===== config.mk =====
export PLATFORM = sky130hd
export DESIGN_NAME = rot13_byte_feeder
export DESIGN_NICKNAME = d
export VERILOG_FILES = /design/src/rtl/rot13_pkg.sv /design/src/rtl/rot13_feeder_ack_chk.sv /design/src/rtl/rot13_byte_feeder.sv
export SDC_FILE = /design/constraint.sdc
export NUM_CORES = 1
export LEC_CHECK = 0
export BUFFER_PORTS_ARGS = -buffer_cell sky130_fd_sc_hd__buf_2
export CAP_MARGIN = 10
export CORE_AREA = 2 2 50 52
export DETAILED_ROUTE_END_ITERATION = 8
export DIE_AREA = 0 0 52 54
export GPL_ROUTABILITY_DRIVEN = 0
export PLACE_DENSITY_LB_ADDON = 0.15
export SYNTH_ARGS = -nofsm -noshare
export SYNTH_HDL_FRONTEND = slang
export SYNTH_HIERARCHICAL = 1
export SYNTH_SLANG_ARGS = --single-unit

===== constraint.sdc =====
create_clock -name clk -period 1.21 [get_ports clk]
set_input_delay 0.0605 -clock clk [delete_from_list [all_inputs] [get_ports clk]]
set_output_delay 0.0605 -clock clk [all_outputs]
set_load 0.005 [all_outputs]

===== src/rtl/rot13_pkg.sv =====
`default_nettype none
// ============================================================================
// Module      : rot13_pkg
// Description : Shared types and constants for the ROT13 byte feeder.
// Revision    : 1.0 - initial release
// ============================================================================
package rot13_pkg;

    typedef enum logic [2:0] {
        ST_IDLE    = 3'd0,
        ST_SEND_LO = 3'd1,
        ST_SEND_HI = 3'd2,
        ST_XLATE   = 3'd3,
        ST_CAPTURE = 3'd4,
        ST_DONE    = 3'd5
    } feeder_state_e;

    localparam logic [1:0] CTL_LO    = 2'b00;
    localparam logic [1:0] CTL_HI    = 2'b01;
    localparam logic [1:0] CTL_XLATE = 2'b10;

    localparam logic [7:0] ACK_LO_DEFAULT = 8'h0F;
    localparam logic [7:0] ACK_HI_DEFAULT = 8'hF0;

endpackage
`default_nettype wire


===== src/rtl/rot13_feeder_ack_chk.sv =====
`default_nettype none
// ============================================================================
// Module      : rot13_feeder_ack_chk
// Description : Compares the cipher response against the expected nibble-load
//               acknowledges on per-state strobes; owns the sticky err flag.
// Revision    : 1.0 - initial release
// ============================================================================
module rot13_feeder_ack_chk
    import rot13_pkg::*;
#(
    parameter logic [7:0] ACK_LO = ACK_LO_DEFAULT,
    parameter logic [7:0] ACK_HI = ACK_HI_DEFAULT
) (
    input  logic       clk,
    input  logic       reset,
    input  logic       chk_lo_i,
    input  logic       chk_hi_i,
    input  logic [7:0] rsp_i,
    output logic       err_o
);

    logic err_q;
    logic err_d;
    logic w_mismatch;

    assign w_mismatch = (chk_lo_i && (rsp_i != ACK_LO)) ||
                        (chk_hi_i && (rsp_i != ACK_HI));

    always_comb begin
        err_d = err_q | w_mismatch;
    end

    always_ff @(posedge clk) begin
        if (reset) begin
            err_q <= 1'b0;
        end else begin
            err_q <= err_d;
        end
    end

    assign err_o = err_q;

endmodule
`default_nettype wire


===== src/rtl/rot13_byte_feeder.sv =====
`default_nettype none
// ============================================================================
// Module      : rot13_byte_feeder
// Description : Byte-wide valid/ready front end for the nibble-loaded ROT13
//               cipher: loads low/high nibble, translates, captures result.
//               Optional ack checking via ROT13_FEEDER_ACK_CHECK_EN.
// Revision    : 1.0 - initial release
// ============================================================================
module rot13_byte_feeder
    import rot13_pkg::*;
#(
    parameter logic [7:0] ACK_LO = ACK_LO_DEFAULT,
    parameter logic [7:0] ACK_HI = ACK_HI_DEFAULT
) (
    input  logic       clk,
    input  logic       reset,
    input  logic [7:0] in_data,
    input  logic       in_valid,
    output logic       in_ready,
    output logic [1:0] cph_ctl,
    output logic [3:0] cph_data,
    input  logic [7:0] cph_rsp,
    output logic [7:0] out_data,
    output logic       out_valid,
    input  logic       out_ready,
    output logic       busy,
    output logic       err
);

    feeder_state_e state_q, state_d;
    logic [7:0]    byte_q, byte_d;
    logic [7:0]    out_data_q, out_data_d;
    logic          out_valid_q, out_valid_d;

    // Gated by reset so the feeder never advertises readiness while held.
    assign in_ready = (state_q == ST_IDLE) && !reset;
    assign busy     = (state_q != ST_IDLE);

    always_comb begin
        state_d     = state_q;
        byte_d      = byte_q;
        out_data_d  = out_data_q;
        out_valid_d = out_valid_q;
        cph_ctl     = CTL_XLATE;
        cph_data    = 4'h0;
        case (state_q)
            ST_IDLE: begin
                if (in_valid && in_ready) begin
                    byte_d  = in_data;
                    state_d = ST_SEND_LO;
                end
            end
            ST_SEND_LO: begin
                cph_ctl  = CTL_LO;
                cph_data = byte_q[3:0];
                state_d  = ST_SEND_HI;
            end
            ST_SEND_HI: begin
                cph_ctl  = CTL_HI;
                cph_data = byte_q[7:4];
                state_d  = ST_XLATE;
            end
            ST_XLATE: begin
                state_d = ST_CAPTURE;
            end
            ST_CAPTURE: begin
                out_data_d  = cph_rsp;
                out_valid_d = 1'b1;
                state_d     = ST_DONE;
            end
            ST_DONE: begin
                if (out_ready) begin
                    out_valid_d = 1'b0;
                    state_d     = ST_IDLE;
                end
            end
            default: begin
                state_d = ST_IDLE;
            end
        endcase
    end

    always_ff @(posedge clk) begin
        if (reset) begin
            state_q     <= ST_IDLE;
            byte_q      <= 8'h00;
            out_data_q  <= 8'h00;
            out_valid_q <= 1'b0;
        end else begin
            state_q     <= state_d;
            byte_q      <= byte_d;
            out_data_q  <= out_data_d;
            out_valid_q <= out_valid_d;
        end
    end

    assign out_data  = out_data_q;
    assign out_valid = out_valid_q;

`ifdef ROT13_FEEDER_ACK_CHECK_EN
    logic w_chk_lo;
    logic w_chk_hi;

    // The cipher's response to a load is visible one state after issuing it.
    assign w_chk_lo = (state_q == ST_SEND_HI);
    assign w_chk_hi = (state_q == ST_XLATE);

    rot13_feeder_ack_chk #(
        .ACK_LO (ACK_LO),
        .ACK_HI (ACK_HI)
    ) u_ack_chk (
        .clk      (clk),
        .reset    (reset),
        .chk_lo_i (w_chk_lo),
        .chk_hi_i (w_chk_hi),
        .rsp_i    (cph_rsp),
        .err_o    (err)
    );
`else
    logic [15:0] w_unused_ack;
    assign w_unused_ack = {ACK_LO, ACK_HI};
    assign err          = 1'b0;
`endif

endmodule
`default_nettype wire


==> metrics.yaml <==
layout-drive-gt1-share_pct: 70.56
r2r-start: "state_q[1]$_SDFFE_PP0P_"
grt_pass1_vias: 897
synth-edff-count: 0
drc: 0
firstDrtPassIters: 4
ant_nets: 0
clk_latency_ns: 0.30
numCtsBuffers: 3
die_width_um: 52
crit_arrival_ns: 1.39
synth_area_leaders: "dfxtp_1 (46%), nand2_1 (14%), a21oi_1 (10%)"
crit_end: "cph_data[3]"
post-route-min-period_ns: 1.453
n_antenna_cell: 0
ir_worst_vdd_mv: 0.8381
rsz0062_at_grt: "yes"
synth_ff_type: "dfxtp_1"
p_total_uw: 1837
status: "finished, violations left"
synthesis.area_um2: 868.3
startpoint_type: "flip-flop"
r2r_end: "byte_q[4]$_SDFFE_PP0P_"
vias: 1005
hold_class: "primary input to flip-flop"
die_area_mm2: 0.002808
setup_violations: 27
rows: 18
synth_top_area_share_pct: 46.11
r2r_setup_slack_ns: -0.22
seq_area_um2: 404.1
detailedRoute.firstIterationViolations: 2
drv_cap: 0
grt_pass1_wl_um: 3781
reg2reg_depth: 7
finalWirelength_um: 2706
yosysWarnings: 6
cts.reportedPaths.clkPinSlew_ns: 0.11
grt-ovfl-total: 0
hold_violations: 0
ys_ff_latch: 20
cp-end-kind: "output port"
finalCritPeriodShare_pct: 120.1
path_max_fanout: 5
grt_use_total_pct: 18.22
dpl_worst_slack_ns: -0.1064
fin_ws_ns: -0.2429
dp_cells: 176
core_area_mm2: 0.002320
via_per_inst: 4.786
clock_path_buffers: 2
crit_required_ns: 1.15
slew_headroom_pct: 59.84
synth.most_common_cell: "nand2_1"
post-route-util_pct: 76.38
syn_inst: 106
violations: "setup timing"
drv_slew: 0
port_buffers: 36
area_delta_synth_final_pct: 104.0
nFillCells: 154
antenna_found_initial: 0
fin_nets: 201
fmax_ghz: 0.6883
grt_max_degree: 22
wl_per_cell_um: 12.89
cts_sinks: 20
tns_ns: -4.364
syn-num-nets: 126
root_buffer: "clkbuf_4"
synth.yosys.seq_area_share_pct: 46.11
cts-htree-levels: 1
finalNonFillerCells: 210
num_io_pins: 38
die_y_um: 54
crit_start: "state_q[1]$_SDFFE_PP0P_"
initial_core_util_pct: 37.43
multiInputGateArea_um2: 665.6
dp_hpwl_um: 1470
yosys.area.top_type: "dfxtp_1"
pwr_density_cell_mw_per_mm2: 1037
syn_avg_cell_area_um2: 8.192
fin_skew_ns: 0.005970
async_reset_ff_share_pct: 0
ys_top_cells_by_count: "nand2_1 (32), dfxtp_1 (20), a21oi_1 (18), nor2_1 (8), a22oi_1 (4)"
tightest_slew_ns: 0.6024
p_leak_uw: 0.0007977
worstSetupPathType: "flip-flop to output port"
cts_tree: "done"
synth.distinct_cells: 22
==> per-stage QoR <==
stage	area (µm²)	hold WS (ns)
after floorplan	875.8	0.1267
after global placement	1130	0.3027
after detailed placement	1130	0.3081
after CTS	1553	0.002159
after global routing	1772	0.1768
final	1772	0.1629
==> critical path, cell delays in order, from the launching register on <==
cell,delay (ns)
dfxtp_2,0.37
buf_6,0.12
nor2b_4,0.24
a22oi_2,0.12
nor2_1,0.12
buf_2,0.13
==> registers in the layout, summed over array words and instances (netlist names) <==
signal,flops
state_q,3
out_valid,1
byte_q,8
out_data,8
==> power by group <==
| part | internal (µW) | switching (µW) | leakage, µW |
|---|---|---|---|
| combinational | 317 | 249 | 0.000606 |
| clock | 335 | 212 | 0.0000279 |
| sequential | 697 | 28.3 | 0.000164 |
==> how the worst min path moves through the flow <==
stage | startpoint | depth (start not counted) | to
global placement | in_data[6] | 3 | byte_q[6]$_SDFFE_PP0P_
floorplan | reset | 1 | state_q[0]$_SDFFE_PP0P_
global route | in_valid | 4 | state_q[0]$_SDFFE_PP0P_
CTS | cph_rsp[7] | 3 | out_data[7]$_SDFFE_PP0P_
finish | in_valid | 4 | state_q[0]$_SDFFE_PP0P_
detailed placement | out_ready | 2 | state_q[0]$_SDFFE_PP0P_
==> layout make-up <==
cell class | instances | share of cell area (%)
Clock inverter | 1 | 1.695
Clock buffer | 3 | 1.271
Timing Repair Buffer | 78 | 34.53
Tap cell | 30 | 2.119
Multi-Input combinational cell | 78 | 37.57
Sequential cell | 20 | 22.81
==> layer usage <==
metal  global-route usage [%]  part of all wire, %  vias to the layer above
met5                        0                    0                        -
met3                    1.667                  4.1                        2
met4                    7.456                 0.59                        0
met1                    20.98                   40                      468
met2                    34.39                   55                       31
li1                         -                    -                      504
==> logic make-up after synthesis <==
kind of cell,share of synthesized area [%]
simple gates,30.69
buf+inv,5.475
flops,46.11
compound gates,17.29
other cells,0.4319
==> placed cells by master, fill, tap and decap left out <==
cell and instances:
a21o_1 1, a21oi_2 18, a221oi_2 1, a22oi_1 1
a22oi_2 3, buf_2 35, buf_4 7, buf_6 19
bufinv_16 1, clkbuf_4 3, conb_1 1, dfxtp_1 17
dfxtp_2 3, dlygate4sd3_1 17, nand2_1 5, nand2_2 18
nand2_4 9, nand3b_1 2, nor2_1 7, nor2_4 1
nor2b_4 2, nor3b_2 1, nor3b_4 1, nor4b_4 1
o21bai_4 1, or2b_1 1, or3_1 1, or3_4 1
or3b_4 1, or4b_4 1
==> repair_timing <==
| action | 4_1_cts | 5_1_grt |
|---|---|---|
| endpoints found under the hold margin | 16 | 1 |
| hold buffers | 16 | 1 |
| pin swaps | 24 | 38 |
| setup buffers | 11 | 3 |
| resized for setup | 36 | 53 |
| setup endpoints to repair | 25 | 28 |
Power figures use the tool's default switching activity.
